--- src/rtl/nasti_stream_pkg.sv ---
// nasti_stream_pkg
// Shared definitions for the NASTI-Stream arbiter slice:
//   idx_w()      - width of a source index for n inputs (at least 1 bit)
//   arb_state_t  - arbiter FSM state encoding
//   beat_t       - packed beat layout at the default widths; modules with
//                  their own widths declare a local struct of the same shape.
package nasti_stream_pkg;

    localparam int DEF_ID_WIDTH   = 1;
    localparam int DEF_DEST_WIDTH = 1;
    localparam int DEF_USER_WIDTH = 1;
    localparam int DEF_DATA_WIDTH = 64;

    function automatic int idx_w(input int n);
        return (n > 1) ? $clog2(n) : 1;
    endfunction

    typedef enum logic [0:0] {
        ST_IDLE   = 1'b0,
        ST_LOCKED = 1'b1
    } arb_state_t;

    typedef struct packed {
        logic                        last;
        logic [DEF_DATA_WIDTH-1:0]   data;
        logic [DEF_DATA_WIDTH/8-1:0] strb;
        logic [DEF_DATA_WIDTH/8-1:0] keep;
        logic [DEF_ID_WIDTH-1:0]     id;
        logic [DEF_DEST_WIDTH-1:0]   dest;
        logic [DEF_USER_WIDTH-1:0]   user;
    } beat_t;

endpackage

--- src/rtl/nasti_stream_buf.sv ---
// nasti_stream_buf
// Two-entry FIFO / register slice with full throughput. The output payload
// comes straight from the head register, and in_ready depends only on the
// occupancy, never on out_ready.
// Ports:
//   clk, rstn            - clock, synchronous active-low reset
//   in_valid/in_ready    - push handshake, in_data [W-1:0]
//   out_valid/out_ready  - pop handshake, out_data [W-1:0]
module nasti_stream_buf #(
    parameter int W = 8
) (
    input  logic         clk,
    input  logic         rstn,
    input  logic         in_valid,
    output logic         in_ready,
    input  logic [W-1:0] in_data,
    output logic         out_valid,
    input  logic         out_ready,
    output logic [W-1:0] out_data
);

    logic [1:0]   count;
    logic [W-1:0] head;
    logic [W-1:0] tail;
    logic         push;
    logic         pop;

    assign in_ready  = rstn & (count != 2'd2);
    assign out_valid = rstn & (count != 2'd0);
    assign out_data  = head;
    assign push      = in_valid & in_ready;
    assign pop       = out_valid & out_ready;

    always_ff @(posedge clk) begin
        if (!rstn) begin
            count <= 2'd0;
        end else begin
            case ({push, pop})
                2'b10:   count <= count + 2'd1;
                2'b01:   count <= count - 2'd1;
                default: count <= count;
            endcase
        end
    end

    // Payload is left unreset; count alone decides what is live.
    // Push with pop at count 2 cannot occur because in_ready is low there.
    always_ff @(posedge clk) begin
        if (pop) begin
            if (count == 2'd2)
                head <= tail;
            else if (push)
                head <= in_data;
        end else if (push) begin
            if (count == 2'd0)
                head <= in_data;
            else
                tail <= in_data;
        end
    end

endmodule

--- src/rtl/nasti_stream_arbiter.sv ---
// nasti_stream_arbiter
// N-to-1 NASTI-Stream merge with round-robin arbitration. With LOCK_PACKET=1
// a grant is held from the first beat of a packet to its t_last beat. Each
// output beat carries its source index above the original t_id.
// Ports:
//   clk, rstn                         - clock, synchronous active-low reset
//   s_t_* [N_CHANNEL-1:0][...]        - slave stream inputs (ready is output)
//   m_t_*                             - master stream output, registered
//   m_t_id [MID_WIDTH-1:0]            - {source index, s_t_id}
module nasti_stream_arbiter
    import nasti_stream_pkg::*;
#(
    parameter int N_CHANNEL   = 4,
    parameter int ID_WIDTH    = 1,
    parameter int DEST_WIDTH  = 1,
    parameter int USER_WIDTH  = 1,
    parameter int DATA_WIDTH  = 64,
    parameter int LOCK_PACKET = 1,
    localparam int IDX_W      = idx_w(N_CHANNEL),
    localparam int MID_WIDTH  = ID_WIDTH + IDX_W,
    localparam int KW         = DATA_WIDTH / 8
) (
    input  logic                                  clk,
    input  logic                                  rstn,
    input  logic [N_CHANNEL-1:0]                  s_t_valid,
    output logic [N_CHANNEL-1:0]                  s_t_ready,
    input  logic [N_CHANNEL-1:0]                  s_t_last,
    input  logic [N_CHANNEL-1:0][DATA_WIDTH-1:0]  s_t_data,
    input  logic [N_CHANNEL-1:0][KW-1:0]          s_t_strb,
    input  logic [N_CHANNEL-1:0][KW-1:0]          s_t_keep,
    input  logic [N_CHANNEL-1:0][ID_WIDTH-1:0]    s_t_id,
    input  logic [N_CHANNEL-1:0][DEST_WIDTH-1:0]  s_t_dest,
    input  logic [N_CHANNEL-1:0][USER_WIDTH-1:0]  s_t_user,
    output logic                                  m_t_valid,
    input  logic                                  m_t_ready,
    output logic                                  m_t_last,
    output logic [DATA_WIDTH-1:0]                 m_t_data,
    output logic [KW-1:0]                         m_t_strb,
    output logic [KW-1:0]                         m_t_keep,
    output logic [MID_WIDTH-1:0]                  m_t_id,
    output logic [DEST_WIDTH-1:0]                 m_t_dest,
    output logic [USER_WIDTH-1:0]                 m_t_user
);

    typedef struct packed {
        logic [MID_WIDTH-1:0]  id;
        logic [DEST_WIDTH-1:0] dest;
        logic [USER_WIDTH-1:0] user;
        logic                  last;
        logic [DATA_WIDTH-1:0] data;
        logic [KW-1:0]         strb;
        logic [KW-1:0]         keep;
    } mbeat_t;

    arb_state_t        state, state_nx;
    logic [IDX_W-1:0]  rr_ptr, rr_nx;
    logic [IDX_W-1:0]  lock_idx, lock_nx;
    logic [IDX_W-1:0]  grant;
    logic              grant_valid;
    logic [IDX_W:0]    picked;
    logic              buf_ready;
    logic              accept;
    mbeat_t            in_beat;
    mbeat_t            out_beat;

    // First valid input strictly after ptr, wrapping. The loop runs from the
    // lowest priority down so the last hit is the winner.
    function automatic logic [IDX_W:0] rr_pick(input logic [N_CHANNEL-1:0] v,
                                               input logic [IDX_W-1:0]     ptr);
        logic [IDX_W:0] r;
        int             j;
        r = '0;
        for (int k = N_CHANNEL; k >= 1; k--) begin
            j = (int'(ptr) + k) % N_CHANNEL;
            if (v[j]) r = {1'b1, IDX_W'(j)};
        end
        return r;
    endfunction

    always_comb begin
        picked = rr_pick(s_t_valid, rr_ptr);
        if (state == ST_LOCKED) begin
            // Locked input keeps the grant even while its valid is low.
            grant_valid = 1'b1;
            grant       = lock_idx;
        end else begin
            grant_valid = picked[IDX_W];
            grant       = picked[IDX_W-1:0];
        end
    end

    // buf_ready already folds in rstn and the full condition.
    always_comb begin
        for (int i = 0; i < N_CHANNEL; i++)
            s_t_ready[i] = grant_valid & (grant == IDX_W'(i)) & buf_ready;
    end

    assign accept = |(s_t_valid & s_t_ready);

    always_comb begin
        in_beat.id   = {grant, s_t_id[grant]};
        in_beat.dest = s_t_dest[grant];
        in_beat.user = s_t_user[grant];
        in_beat.last = s_t_last[grant];
        in_beat.data = s_t_data[grant];
        in_beat.strb = s_t_strb[grant];
        in_beat.keep = s_t_keep[grant];
    end

    always_comb begin
        state_nx = state;
        rr_nx    = rr_ptr;
        lock_nx  = lock_idx;
        case (state)
            ST_IDLE: begin
                if (accept) begin
                    rr_nx = grant;
                    if (!s_t_last[grant] && (LOCK_PACKET != 0)) begin
                        state_nx = ST_LOCKED;
                        lock_nx  = grant;
                    end
                end
            end
            ST_LOCKED: begin
                if (accept && s_t_last[grant]) begin
                    state_nx = ST_IDLE;
                    rr_nx    = grant;
                end
            end
            default: state_nx = ST_IDLE;
        endcase
    end

    // rr_ptr resets to the last input so input 0 is searched first.
    always_ff @(posedge clk) begin
        if (!rstn) begin
            state    <= ST_IDLE;
            rr_ptr   <= IDX_W'(N_CHANNEL - 1);
            lock_idx <= '0;
        end else begin
            state    <= state_nx;
            rr_ptr   <= rr_nx;
            lock_idx <= lock_nx;
        end
    end

    nasti_stream_buf #(
        .W ($bits(mbeat_t))
    ) u_buf (
        .clk       (clk),
        .rstn      (rstn),
        .in_valid  (accept),
        .in_ready  (buf_ready),
        .in_data   (in_beat),
        .out_valid (m_t_valid),
        .out_ready (m_t_ready),
        .out_data  (out_beat)
    );

    assign m_t_id   = out_beat.id;
    assign m_t_dest = out_beat.dest;
    assign m_t_user = out_beat.user;
    assign m_t_last = out_beat.last;
    assign m_t_data = out_beat.data;
    assign m_t_strb = out_beat.strb;
    assign m_t_keep = out_beat.keep;

endmodule
--- config.mk ---
export PLATFORM = sky130hd
export DESIGN_NAME = nasti_stream_arbiter
export DESIGN_NICKNAME = d
export VERILOG_FILES = /design/src/rtl/nasti_stream_pkg.sv /design/src/rtl/nasti_stream_buf.sv /design/src/rtl/nasti_stream_arbiter.sv
export SDC_FILE = /design/constraint.sdc
export NUM_CORES = 1
export LEC_CHECK = 0
export CAP_MARGIN = 25
export CORE_AREA = 4 4 169 171
export CTS_BUF_LIST = sky130_fd_sc_hd__clkbuf_4 sky130_fd_sc_hd__clkbuf_8 sky130_fd_sc_hd__clkbuf_16
export DETAILED_ROUTE_END_ITERATION = 8
export DIE_AREA = 0 0 173 175
export PLACE_DENSITY = 0.7
export SETUP_SLACK_MARGIN = 0.15
export SLEW_MARGIN = 20
export SYNTH_ARGS = -nofsm -noshare
export SYNTH_HDL_FRONTEND = slang
export SYNTH_SLANG_ARGS = --single-unit
--- constraint.sdc ---
create_clock -name clk -period 18 [get_ports clk]
set_input_delay 3.6 -clock clk [delete_from_list [all_inputs] [get_ports clk]]
set_output_delay 3.6 -clock clk [all_outputs]
set_load 0.03 [all_outputs]
==> flow_summary.ini <==
[worst_setup_path]
crit_top_cell = clkdlybuf4s50_1
crit_chain = clkdlybuf4s50_1 > nor2b_1 > a22oi_1 > a21boi_2 > nor2_4 > inv_8 > nor3_1 > clkdlybuf4s50_1
crit_path_max_incr_delay_ps = 700
arrival_ps = 6380
cp.required_ps = 14400
cp-end-kind = output pin
critical_path_class = input pin to output pin
start_kind = input pin
slowest_stage = clkdlybuf4s50_1
crit_fanout = 112

[synthesis]
synth_edf_count = 172
synth.top_cells.by_count = mux2i_1 (251), edfxtp_1 (172), mux2_2 (85), buf_6 (16), nand2_1 (10)
yosysSeqAreaShare_pct = 54.8
async_flop_share_pct = 0
synth_top_area_cell = edfxtp_1
synth_most_common_cell = mux2i_1
ys_ff_latch = 179
synth_cells = 644
synth_area_leaders = edfxtp_1 (53%), mux2i_1 (26%), mux2_2 (9.9%), buf_6 (1.9%), dfxtp_1 (1.4%)
syn_avg_cell_area_um2 = 15.0
syn_area_um2 = 9680
synth_top_area_share_pct = 53.4
ys.flop_type = edfxtp_1
yosys_warnings = 0
ys_types = 49
synth.net_count = 989

[power_and_ir_drop]
p_leak_uw = 0.00561
p_int_uw = 1440
power_density_nw_per_um2 = 155
p_clk_share_pct = 15.9
ir_worst_vdd_uv = 174
seqPwrFrac_pct = 30.1
p_sw_share_pct = 36.9
total_power_uw = 2290
switching_power_uw = 844
p_comb_share_pct = 54.1

[floorplan]
chipWidth_um = 173
fp-row-count = 60
die_h_um = 175
start_util_pct = 36.0
die_area_um2 = 30300
core_um2 = 26900
io_pins = 434

[flow_run]
cap_violations = 0

[clock_tree]
ctsHoldBuffers = 0
worstSkewPairLatency_ps = 430
cts_buffers = 17
htreeDepth = 4
cts.sinks = 179
clockRootBuffer = clkbuf_16
cts.repair.resized = 0
cts_buffer_depth = 2
cts_tree = built
clk_pin_slew_ps = 70
post_cts_buffers = 0

[timing]
setup_viol = 0
rsz0062_at_grt = false
slew_violations = 0
maxSlewHeadroom_pct = 27.3
setup_tns_ps = 0
period_needed_ps = 9980
skew_ps = 22.8
post-route-period-util_pct = 55.4
hold_viol_final = 0
timing.fmax_mhz = 100
worstMarginPinSlew_ps = 1090

[routing]
vias = 6927
wl_um = 27400
wl_per_cell_um = 19.4
drc = 0
drtIter0Drc = 359
drtPass1Iterations = 4
via_per_inst = 4.89
final_antenna_net_count = 0

[global_routing]
grt_max_degree = 113
grt_antenna_before_repair = 1
grt_pass1_wl_um = 41200
grt_usage_pct = 17.3
first_global_vias = 7151
grt_overflow_total = 0

[worst_hold_path]
min_path_type = register to register

[cells_and_area]
areaGrowthSynthToFinish_pct = 52.7
drive_gt1_share_pct = 12.6
final_nets = 1408
nFillCells = 2301
num_antenna_cells = 0

[placed_design]
port_buffers = 433
gp_congestion = 0.849
post-dp-hpwl_um = 21000

[outcome]
outcome = finished clean
metal layers:
metal  vias up  part of all wire (%)  global-route usage, %
li1       3338                     -                      -
met1      3250                    39                   20.0
met2       309                    50                   30.6
met3        28                   8.5                   6.12
met4         2                   1.5                   4.49
met5         -                 0.047                      0
cells by family after synthesis:
group,count (synthesis),share of synthesized area (%)
compound gates,31,2.65
fa+ha+maj,2,0.258
flops,179,54.8
simple gates,47,2.68
buf+inv,47,3.58
xor+xnor,2,0.181
mux,336,35.8
placed cells by master (no fill, tap or decap), drive strengths merged, types with 2 or more instances in the layout:
cell type      Yosys  routed
and2               5       5
a211oi             2       2
nor3               6       6
inv                7      15
o211ai             2       2
clkbuf             8      17
clkdlybuf4s50      0     433
nand2b             3       3
buf               32       7
mux2              85      85
clkinv             0       6
mux2i            251     251
o2111ai            2       2
a21boi             3       3
a21oi              6       6
dfxtp              7       7
ha                 2       2
xnor2              2       2
edfxtp           172     172
nand2             10      10
nor2               7       7
nor2b              3       3
o21ai              8       8
nand3              4       4
and3               3       3
layout make-up:
class / count / area [um^2] / area share (%)
Clock buffer: 17 / 425 / 2.88
Clock inverter: 15 / 146 / 0.991
Inverter: 7 / 41.3 / 0.279
Multi-Input combinational cell: 418 / 4050 / 27.4
Sequential cell: 179 / 5310 / 35.9
Tap cell: 341 / 427 / 2.89
Timing Repair Buffer: 440 / 4390 / 29.7
final timing paths:
path / start / slack (ps) / cells after the start / to
setup / recovery: s_t_valid[2] / 8020 / 8 / s_t_ready[0]
hold / removal: lock_idx[1] / 470 / 2 / lock_idx[1]
setup reg to reg: rr_ptr[1] / 13980 / 9 / u_buf.out_data[79]
hold reg to reg: lock_idx[1] / 470 / 2 / lock_idx[1]
power groups by stage:
stage / Clock [uW] / Combinational [uW] / Sequential, uW
2_1_floorplan: 0 / 885 / 783
3_3_place_gp: 0 / 1240 / 695
3_5_place_dp: 0 / 1250 / 699
4_1_cts: 372 / 1260 / 690
5_1_grt: 391 / 1340 / 697
6_report: 363 / 1240 / 689
per-stage QoR:
step                      cells  setup slack, ps  hold WS (ps)  util [%]  cell area [um^2]
after floorplan             644             6730           430         -              9680
after global placement     1385             8090           454      52.9             14200
after detailed placement   1385             7980           450      52.9             14200
after CTS                  1417             7960           468      55.0             14800
after global routing       1417             7820           516      55.0             14800
final                      1417             8020           472      55.0             14800
state kept, by name (all words and copies together), names as in the netlist, named ones only:
name,cells
u_buf.count,2
u_buf.out_data,86
lock_idx,2
u_buf.tail,86
rr_ptr,2
critical path, delay by kind of cell:
family          cells  cell delay, ps
compound gates      2             450
simple gates        3             760
buf+inv             3            1480
Note: power is estimated with default switching activity, not from simulation.
==> RTL edit (same settings) <==
Set the parameter `N_CHANNEL` to 2 (it was 4).
--- a/src/rtl/nasti_stream_arbiter.sv
+++ b/src/rtl/nasti_stream_arbiter.sv
@@ -10,7 +10,7 @@
 module nasti_stream_arbiter
     import nasti_stream_pkg::*;
 #(
-    parameter int N_CHANNEL   = 4,
+    parameter int N_CHANNEL   = 2,
     parameter int ID_WIDTH    = 1,
     parameter int DEST_WIDTH  = 1,
     parameter int USER_WIDTH  = 1,
Ports: changed (10 resized); port bits go from 434 to 261. No check against the original RTL was run, so the function may have changed too.
==> RTL edit against the original RTL <==
Routed wire length fell by 36%; sequential share of layout area is 9.9 points higher; synthesized area decreased by 19%; design area is 23% lower; worst setup slack improved by 0.64 ns; final cell count down 27%; fmax grew 6.9%; sequential cell count shrank 4.
Power is not compared: it rests on default switching activity, and its combinational part moved more than twofold at a synthesized area within 25%.
==> RTL edit: results <==
[layout]
area.sequential_mm2 = 0.00520
multi_input_area_share_pct = 21.8
buffers_excl_clock = 266
nClkBuffers = 18
non_clock_inverter_count = 4
drive_above_1_share_pct = 30.7
nonClkBufAreaFrac_pct = 23.3
multi_input_cells = 211
clk_share_pct = 5.31
n_fill_cell = 2456
nets = 850

[status]
outcome = "finished clean"

[setup_path]
startpoint = "s_t_valid[0]"
r2r-end = "u_buf.out_data[67]$_DFFE_PP_"
cp_max_fo = 37
cpPeakStageDelay_ns = 0.68
reg2reg_depth = 6
cp.arrival_ns = 5.74
r2r-start = "u_buf.count[0]$_SDFFE_PN0P_"

[min_path]
holdPathEnd = "u_buf.count[1]$_SDFFE_PN0P_"
hold_start = "u_buf.count[1]$_SDFFE_PN0P_"

[global_route]
grt_pass1_wl_um = 26500
antenna_found_initial = 0
grt_usage_pct = 11.1
grt_pass1_vias = 4632

[place]
pre_cts_slack_ns = 8.63
hpwl_um = 12600
port_buffers = 260

[synth]
synth.yosys.seq_area_share_pct = 66.5
synth_common_cells = "170 x edfxtp_1, 92 x mux2_2, 76 x mux2_4"
yosys-top-cells-area = "edfxtp_1 65%, mux2_4 15%, mux2_2 13%"
synth_nets = 587
synth_cell_types = 34
synth_edf_count = 170

[timing]
tightest_slew_ns = 0.861
hold_ws_ns = 0.522
period_minus_slack_ns = 9.34

[detailed_routing]
vias = 4409
drt-initial-drc-count = 158
wire_per_inst_um = 16.9
## RTL edit: tightest hold or removal path: stages (launching register included)
cell      delay (ns)
dfxtp_1         0.33
o21ai_0         0.07
a21boi_0        0.07
## RTL edit: stage by stage
step                      std cells  area (um2)
after floorplan                 412        7830
after global placement          997       10800
after detailed placement        997       10800
after CTS                      1029       11400
after global routing           1029       11400
final                          1029       11400
## RTL edit: kinds of logic after synthesis
family | after synthesis | share of synthesized area, %
AOI/OAI and AO/OA | 16 | 1.44
xor gates and xnor gates | 2 | 0.224
adders and majority gates | 2 | 0.319
buffers and inverters | 26 | 2.22
DFF | 175 | 66.5
muxes | 169 | 27.9
and+or+nand+nor | 22 | 1.41
## RTL edit: routing by layer
layer | wire (um) | track usage (%) | vias to the layer above | part of all wire (%)
met5 | 0 | 0 | - | 0
met4 | 218 | 2.89 | 0 | 1.3
met3 | 1160 | 4.02 | 9 | 6.6
met2 | 9000 | 19.7 | 134 | 52
met1 | 7040 | 12.8 | 2138 | 40
li1 | - | - | 2128 | -
